### src/rtl/bsg_mem_1rw_sync_mask_write_bit_initiator_pkg.sv
// Shared types and helpers for the 1rw mask-write memory initiator.
// Holds the sweep state enum and a safe clog2 used for address widths.
package bsg_mem_1rw_sync_mask_write_bit_initiator_pkg;

  typedef enum logic {
    e_init,
    e_ready
  } init_state_e;

  // A 1-entry memory still needs a 1-bit address.
  function automatic int safe_clog2(input int n);
    return (n <= 1) ? 1 : $clog2(n);
  endfunction

endpackage

### src/rtl/bsg_mem_1rw_sync_mask_write_bit_initiator_fifo.sv
// Two-entry response buffer for the memory initiator.
// Ports: push_i/data_i enqueue, pop_i dequeues, data_o is the head, count_o the occupancy.
module bsg_mem_1rw_sync_mask_write_bit_initiator_fifo #(
  parameter int width_p = 8
) (
  input  logic               clk_i,
  input  logic               reset_i,
  input  logic               push_i,
  input  logic [width_p-1:0] data_i,
  input  logic               pop_i,
  output logic [width_p-1:0] data_o,
  output logic [1:0]         count_o
);

  logic [width_p-1:0] mem_r [2];
  logic               wptr_r;
  logic               rptr_r;
  logic [1:0]         count_r;

  always_ff @(posedge clk_i or posedge reset_i) begin
    if (reset_i) begin
      wptr_r  <= 1'b0;
      rptr_r  <= 1'b0;
      count_r <= 2'd0;
    end else begin
      if (push_i) wptr_r <= ~wptr_r;
      if (pop_i)  rptr_r <= ~rptr_r;
      count_r <= count_r + 2'(push_i) - 2'(pop_i);
    end
  end

  // Payload needs no reset; occupancy decides what is valid.
  always_ff @(posedge clk_i) begin
    if (push_i) mem_r[wptr_r] <= data_i;
  end

  assign data_o  = mem_r[rptr_r];
  assign count_o = count_r;

  always_ff @(posedge clk_i) begin
    if (!reset_i) begin
      assert (!(push_i && !pop_i && count_r == 2'd2))
        else $error("response buffer overflow");
      assert (!(pop_i && count_r == 2'd0))
        else $error("response buffer underflow");
    end
  end

endmodule

### src/rtl/bsg_mem_1rw_sync_mask_write_bit_initiator.sv
// Request front end for a 1rw sync mask-write memory: optional zero sweep after reset,
// ready/valid requests in, mem_* port out, 1-cycle read data into a valid/yumi response buffer.
module bsg_mem_1rw_sync_mask_write_bit_initiator
  import bsg_mem_1rw_sync_mask_write_bit_initiator_pkg::*;
#(
  parameter int width_p       = 8,
  parameter int els_p         = 16,
  parameter int init_zero_p   = 1,
  parameter int addr_width_lp = safe_clog2(els_p)
) (
  input  logic                     clk_i,
  input  logic                     reset_i,
  input  logic                     v_i,
  input  logic                     w_i,
  input  logic [addr_width_lp-1:0] addr_i,
  input  logic [width_p-1:0]       data_i,
  input  logic [width_p-1:0]       w_mask_i,
  output logic                     ready_o,
  output logic                     v_o,
  output logic [width_p-1:0]       data_o,
  input  logic                     yumi_i,
  output logic                     mem_v_o,
  output logic                     mem_w_o,
  output logic [addr_width_lp-1:0] mem_addr_o,
  output logic [width_p-1:0]       mem_data_o,
  output logic [width_p-1:0]       mem_w_mask_o,
  input  logic [width_p-1:0]       mem_data_i
);

  localparam init_state_e reset_state_lp =
    (init_zero_p != 0) ? e_init : e_ready;
  localparam logic [addr_width_lp-1:0] last_addr_lp =
    addr_width_lp'(els_p - 1);

  init_state_e              state_r, state_n;
  logic [addr_width_lp-1:0] cnt_r, cnt_n;
  logic                     pending_r;
  logic                     rd_accept;
  logic [1:0]               count;
  logic [1:0]               credits;
  logic [width_p-1:0]       head;
  logic                     bypass;
  logic                     push;
  logic                     pop;
  logic                     buf_v;

  always_ff @(posedge clk_i or posedge reset_i) begin
    if (reset_i) begin
      state_r   <= reset_state_lp;
      cnt_r     <= '0;
      pending_r <= 1'b0;
    end else begin
      state_r   <= state_n;
      cnt_r     <= cnt_n;
      pending_r <= rd_accept;
    end
  end

  // Outstanding work: a read in flight in the memory plus buffered data.
  assign credits = count + {1'b0, pending_r};

  always_comb begin
    state_n      = state_r;
    cnt_n        = cnt_r;
    ready_o      = 1'b0;
    mem_v_o      = 1'b0;
    mem_w_o      = w_i;
    mem_addr_o   = addr_i;
    mem_data_o   = data_i;
    mem_w_mask_o = w_mask_i;
    unique case (state_r)
      e_init: begin
        mem_v_o      = ~reset_i;
        mem_w_o      = 1'b1;
        mem_addr_o   = cnt_r;
        mem_data_o   = '0;
        mem_w_mask_o = '1;
        if (cnt_r == last_addr_lp) begin
          state_n = e_ready;
          cnt_n   = '0;
        end else begin
          cnt_n = cnt_r + addr_width_lp'(1);
        end
      end
      e_ready: begin
        // Depends only on local state so no comb path from v_i/yumi_i.
        ready_o = ~reset_i & (credits < 2'd2);
        mem_v_o = v_i & ready_o;
      end
      default: ;
    endcase
  end

  assign rd_accept = (state_r == e_ready) & v_i & ready_o & ~w_i;

  // Memory data is only valid for one cycle; park it unless taken now.
  assign buf_v  = (count != 2'd0);
  assign bypass = pending_r & ~buf_v & yumi_i;
  assign push   = pending_r & ~bypass;
  assign pop    = yumi_i & buf_v;

  bsg_mem_1rw_sync_mask_write_bit_initiator_fifo #(
    .width_p (width_p)
  ) rsp_buf (
    .clk_i   (clk_i),
    .reset_i (reset_i),
    .push_i  (push),
    .data_i  (mem_data_i),
    .pop_i   (pop),
    .data_o  (head),
    .count_o (count)
  );

  assign v_o    = buf_v | pending_r;
  assign data_o = buf_v ? head : mem_data_i;

  logic [31:0] addr_ext;
  assign addr_ext = 32'(addr_i);

  always_ff @(posedge clk_i) begin
    if (!reset_i) begin
      assert (!(yumi_i && !v_o))
        else $error("yumi_i asserted without v_o");
      if (v_i && ready_o) begin
        assert (addr_ext < 32'(els_p))
          else $error("request address out of range");
      end
    end
  end

endmodule

### config.mk
export PLATFORM = sky130hd
export DESIGN_NAME = bsg_mem_1rw_sync_mask_write_bit_initiator
export DESIGN_NICKNAME = d
export VERILOG_FILES = /design/src/rtl/bsg_mem_1rw_sync_mask_write_bit_initiator_pkg.sv /design/src/rtl/bsg_mem_1rw_sync_mask_write_bit_initiator_fifo.sv /design/src/rtl/bsg_mem_1rw_sync_mask_write_bit_initiator.sv
export SDC_FILE = /design/constraint.sdc
export NUM_CORES = 1
export LEC_CHECK = 0
export ABC_AREA = 1
export BUFFER_PORTS_ARGS = -buffer_cell sky130_fd_sc_hd__buf_2
export CORE_ASPECT_RATIO = 0.5
export CORE_UTILIZATION = 46
export DETAILED_ROUTE_END_ITERATION = 6
export PLACE_DENSITY = 0.79
export SETUP_SLACK_MARGIN = 0.02
export SLEW_MARGIN = 20
export SYNTH_ARGS = -nofsm -noshare
export SYNTH_HDL_FRONTEND = slang
export SYNTH_SLANG_ARGS = --single-unit
### constraint.sdc
create_clock -name clk_i -period 1.6 [get_ports clk_i]
set_input_delay 0.48 -clock clk_i [delete_from_list [all_inputs] [get_ports clk_i]]
set_output_delay 0.48 -clock clk_i [all_outputs]
set_load 0.01 [all_outputs]
# Word-level counts from Yosys, hierarchy flattened

Memory sizes are Yosys's and may differ from the RTL's.
Cells that the tools add are included.

Multiplexer cells: 12
Bitwise logic cells: 17
Reductions and logical operators: 1
Equal/unequal tests: 1
Add/subtract/negate cells: 4
Magnitude comparators: 1

Operator list:

| kind                | number |
|---|---|
| $mux 8              | 3 |
| $and 1x1->1         | 9 |
| $mux 4              | 2 |
| $not 1->1           | 7 |
| $mux 1              | 6 |
| $add 2x1->2         | 2 |
| $add 4x1->4 const B | 1 |
| $eq 4x4->1 const B  | 1 |
| $lt 2x2->1 const B  | 1 |
| $pmux 1 s2          | 1 |
| $reduce_bool 2->1   | 1 |
| $sub 2x1->2         | 1 |
| $or 1x1->1          | 1 |

Memories: 1
Bits in registers: 10
Bits of input ports: 33
Output and inout port bits: 32
Logic and storage cells: 43
Memory bits (writable): 16

Memory list:

| name          | depth | width | rd ports | clocked after Yosys merged registers in | wr ports | RTL line                                             | text |
|---|---|---|---|---|---|---|---|
| rsp_buf.mem_r | 2     | 8     | 1        | 0                                       | 1        | bsg_mem_1rw_sync_mask_write_bit_initiator_fifo.sv:15 | `logic [width_p-1:0] mem_r [2];` |

# Logic depth before layout (Yosys ltp)

Word-level depth: 8
Gate-level depth with buffers: 9
Mapped depth without buffers: 9

# Cells and area by module

A second synthesis with hierarchy kept.

Cells, all modules: 174
Area, all modules: 1,451.4 µm²

Modules (own cells, without submodules):

| module                                         | cells an instance | area each (µm²) | instances |
|---|---|---|---|
| bsg_mem_1rw_sync_mask_write_bit_initiator_fifo | 66                | 827.0           | 1 |
| bsg_mem_1rw_sync_mask_write_bit_initiator      | 108               | 624.3           | 1 |

# Least setup slack after synthesis

OpenSTA, ideal clock, no wires.

Path type: reg-to-output
Start point: register rsp_buf.rptr_r
End point: output port data_o[6]
Data required time: 1,120 ps
Setup slack: 97 ps
Cell stages (with the launch flop): 6
Arrival: 1,023 ps
Buffers on the path: 2
Cell sequence: dfrtp_1 > buf_6 > buf_2 > nand2_1 > o21ai_0 > o21ai_0

Longest elaborated chain between the ends: 2

Ends and longest elaborated chain:

| what                   | RTL line                                             | text |
|---|---|---|
| from (decl)            | bsg_mem_1rw_sync_mask_write_bit_initiator_fifo.sv:17 | `logic rptr_r;` |
| from (signal assigned) | bsg_mem_1rw_sync_mask_write_bit_initiator_fifo.sv:27 | `if (pop_i) rptr_r <= ~rptr_r;` |
| $mem_v2 2x8            | n/a                                                  |  |
| $mux 8                 | bsg_mem_1rw_sync_mask_write_bit_initiator.sv:115     | `assign data_o = buf_v ? head : mem_data_i;` |
| to (decl)              | bsg_mem_1rw_sync_mask_write_bit_initiator.sv:20      | `output logic [width_p-1:0] data_o,` |

Every way passes these cells.

# Worst setup path after layout

Start point: register state_r
End point: output port mem_v_o

Longest elaborated chain between the ends: 2

Ends and longest elaborated chain:

| what                   | RTL line                                        | text |
|---|---|---|
| from (decl)            | bsg_mem_1rw_sync_mask_write_bit_initiator.sv:35 | `init_state_e state_r, state_n;` |
| from (signal assigned) | bsg_mem_1rw_sync_mask_write_bit_initiator.sv:49 | `state_r <= reset_state_lp;` |
| from (signal assigned) | bsg_mem_1rw_sync_mask_write_bit_initiator.sv:53 | `state_r <= state_n;` |
| $not 1->1              | n/a                                             |  |
| $pmux 1 s2 *           | bsg_mem_1rw_sync_mask_write_bit_initiator.sv:71 | `unique case (state_r)` |
| to (decl)              | bsg_mem_1rw_sync_mask_write_bit_initiator.sv:22 | `output logic mem_v_o,` |

Every way passes the cells marked *; elsewhere a longest branch is shown, timed or not.

==> results.yml <==
outcome:
  status: "complete, but fails checks"
  violations: "setup timing"
floorplan:
  io_pins: 65
  core-area_um2: 2750
  die-area_um2: 3300
  dieHeight_um: 41.1
  start_util_pct: 51.3
  die_w_um: 80.3
  rows: 13
critical_path:
  crit_buf_inv: 2
  cpMaxStageDelayCell: "dfrtp_2"
  path_max_fanout: 8
  arrival_ns: 1.29
  cpLargestDelayFamily: "flip-flops"
  cp.required_ns: 1.12
  worst_setup_path_start_kind: "flip-flop"
  path_cells: "clkinv_4 -> nor2_4 -> nand4_1 -> nand2_1 -> buf_2"
  criticalPathCategory: "flip-flop to output pin"
  cpPeakStageDelay_ns: 0.46
  crit_path_end_kind: "output pin"
logic_synthesis:
  synth_cells: 169
  syn-num-nets: 204
  yosys.area.top_type: "edfxtp_1"
  ys_seq_elements: 26
  ys_async_sr_fraction_pct: 38.5
  synth.distinct_cells: 23
  avgSynthCellArea_um2: 8.34
  ys_top_cells_by_area: "edfxtp_1 (34%), dfrtp_1 (18%), nand2_1 (15%)"
  ys.flop_type: "edfxtp_1"
  synth_area_um2: 1410
  synth_most_common_cell: "nand2_1"
  yosys_warnings: 0
  synth_edf_count: 16
  ys_seq_area_share_pct: 51.9
  synth_top_area_share_pct: 34.1
  ys_top_cells_by_count: "nand2_1 (57), inv_1 (30), o21ai_0 (18)"
detailed_routing:
  firstDrtPassIters: 4
  vias: 1378
  drcViolationCount: 0
  drt_iter0_drc: 44
  detail-route-antenna-nets: 0
  wl_per_cell_um: 12.0
  viasPerCell: 4.70
  wl_mm: 3.53
run:
  drv_cap: 0
cells_and_area:
  area_growth_pct: 54.5
  drive_gt1_share_pct: 50.4
  fillCellCount: 192
  finalNonFillerCells: 293
  nets: 292
  insertedDiodeCount: 0
sta:
  max_freq_ghz: 0.564
  layout_min_cycle_time_ns: 1.77
  period_share_pct: 111
  fin_skew_ns: 0.00335
  final-hold-violation-count: 0
  worst_slew_pin_slew_ns: 0.173
  finalMaxSlewViolations: 0
  worst_slack_ns: -0.172
  setup_viol: 31
  relSlewSlack_pct: 88.4
  worst_hold_slack_ns: 0.235
  rsz0062_at_grt: "true"
  tns_ns: -3.39
clock_tree:
  cts.clk_slew.worst_paths_ns: 0.09
  clk_path_buf_depth: 2
  tritoncts: "done"
  cts_sinks: 26
  cts_buffers: 3
  cts_htree_levels: 1
  clk_latency_ns: 0.28
  hold_buffers: 0
  cts-root-buf: "clkbuf_8"
worst_hold_path:
  hold_path.class: "input pin to async pin"
grt:
  grt_pass1_vias: 1165
  antenna_found_initial: 0
  grt_use_total_pct: 21.5
  grt_max_degree: 18
  overflow: 0
  grt_pass1_wl_mm: 4.95
power:
  power_density_nw_per_um2: 1200
  totalPowerFinal_mw: 2.60
  leakage_nw: 1.15
  vdd_drop_max_v: 0.000735
place:
  post-dp-hpwl_mm: 2.15
  portBuffers: 64
  gp_congestion: 0.756
  dp.cells: 270
  pre_cts_ws_ns: -0.0108
## report_power, final
part / total (mW) / internal, mW / switching, mW
clock network: 0.549 / 0.335 / 0.214
registers: 0.868 / 0.796 / 0.0713
logic: 1.19 / 0.574 / 0.613
## kinds of logic after synthesis
logic type                 count (synthesis)  share of synthesized area (%)
AOI/OAI and AO/OA                         19                           6.93
xor gates and xnor gates                   1                          0.622
adders and majority gates                  2                           1.78
buffers and inverters                     37                           11.8
DFF                                       26                           51.9
muxes                                      1                          0.711
and+or+nand+nor                           83                           26.3
## final cells by class
type	instances	area, um2	share of cell area, %
Inverter	31	121	5.57
Timing Repair Buffer	88	601	27.6
Tap cell	37	46.3	2.13
Sequential cell	26	737	33.9
Timing Repair inverter	1	6.26	0.287
Multi-Input combinational cell	106	594	27.3
Clock buffer	3	41.3	1.90
Clock inverter	1	30.0	1.38
## sequential cells by signal (all words and copies together) (netlist names)
signal and flops:
rsp_buf.count_o 2, pending_r 1, state_r 1, cnt_r 4, rsp_buf.rptr_r 1, rsp_buf.wptr_r 1, rsp_buf.mem_r 16
## through the flow
step                utilization (%)  area [um2]
finish                         79.2        2180
detailed placement             65.0        1790
global route                   79.2        2180
floorplan                         -        1410
global placement               65.0        1790
CTS                            72.5        1990
## worst reg2reg max path: cells and delay by family (launching register included)
kind	cells	cell delay [ns]
AND/OR/NAND/NOR	6	0.43
flip-flops	1	0.45
adder cells (fa/ha/maj)	1	0.15
buffers and inverters	4	0.39
## layout by cell type (no fill, tap or decap), types with 2 or more instances in the layout
master	count
clkbuf_8	3
o21ai_1	15
dfrtp_1	5
nor2_1	2
buf_6	14
inv_2	3
nand3_1	5
nand2_4	2
nand2_1	46
dfrtp_2	5
nor2_4	3
or2_4	9
nand4_1	2
edfxtp_1	16
nand2_2	11
inv_1	27
buf_2	53
buf_4	19
o21ai_0	3
## routing by layer
| metal | part of all wire [%] | routed length (um) | up-vias | global-route usage (%) |
|---|---|---|---|---|
| li1 | - | - | 700 | - |
| met1 | 41 | 1450 | 628 | 24.6 |
| met2 | 52 | 1840 | 46 | 41.2 |
| met3 | 5.4 | 192 | 4 | 4.89 |
| met4 | 1.3 | 46 | 0 | 9.38 |
| met5 | 0 | 0 | - | 0 |
## what timing repair did
item,CTS,global route
endpoints found under the setup margin,32,43
buffers inserted,12,7
gates resized for setup,21,52
gates cloned,1,1
pin swaps,3,4
## final timing paths
check | endpoint | cells after the start | slack, ns | startpoint
min in group clk_i | pending_r$_DFF_PP0_ | 2 | 0.36 | w_i
setup reg to reg | rsp_buf.count_o[1]$_DFF_PP0_ | 11 | 0.08 | rsp_buf.count_o[1]$_DFF_PP0_
hold reg to reg | rsp_buf.wptr_r$_DFFE_PP0P_ | 2 | 0.54 | rsp_buf.wptr_r$_DFFE_PP0P_
hold / removal | rsp_buf.rptr_r$_DFFE_PP0P_ | 3 | 0.23 | reset_i
setup / recovery | mem_v_o | 5 | -0.17 | state_r$_DFF_PP0_
max in group asynchronous | rsp_buf.count_o[0]$_DFF_PP0_ | 3 | 1.21 | reset_i
No activity file was read; power rests on OpenSTA's default activity.
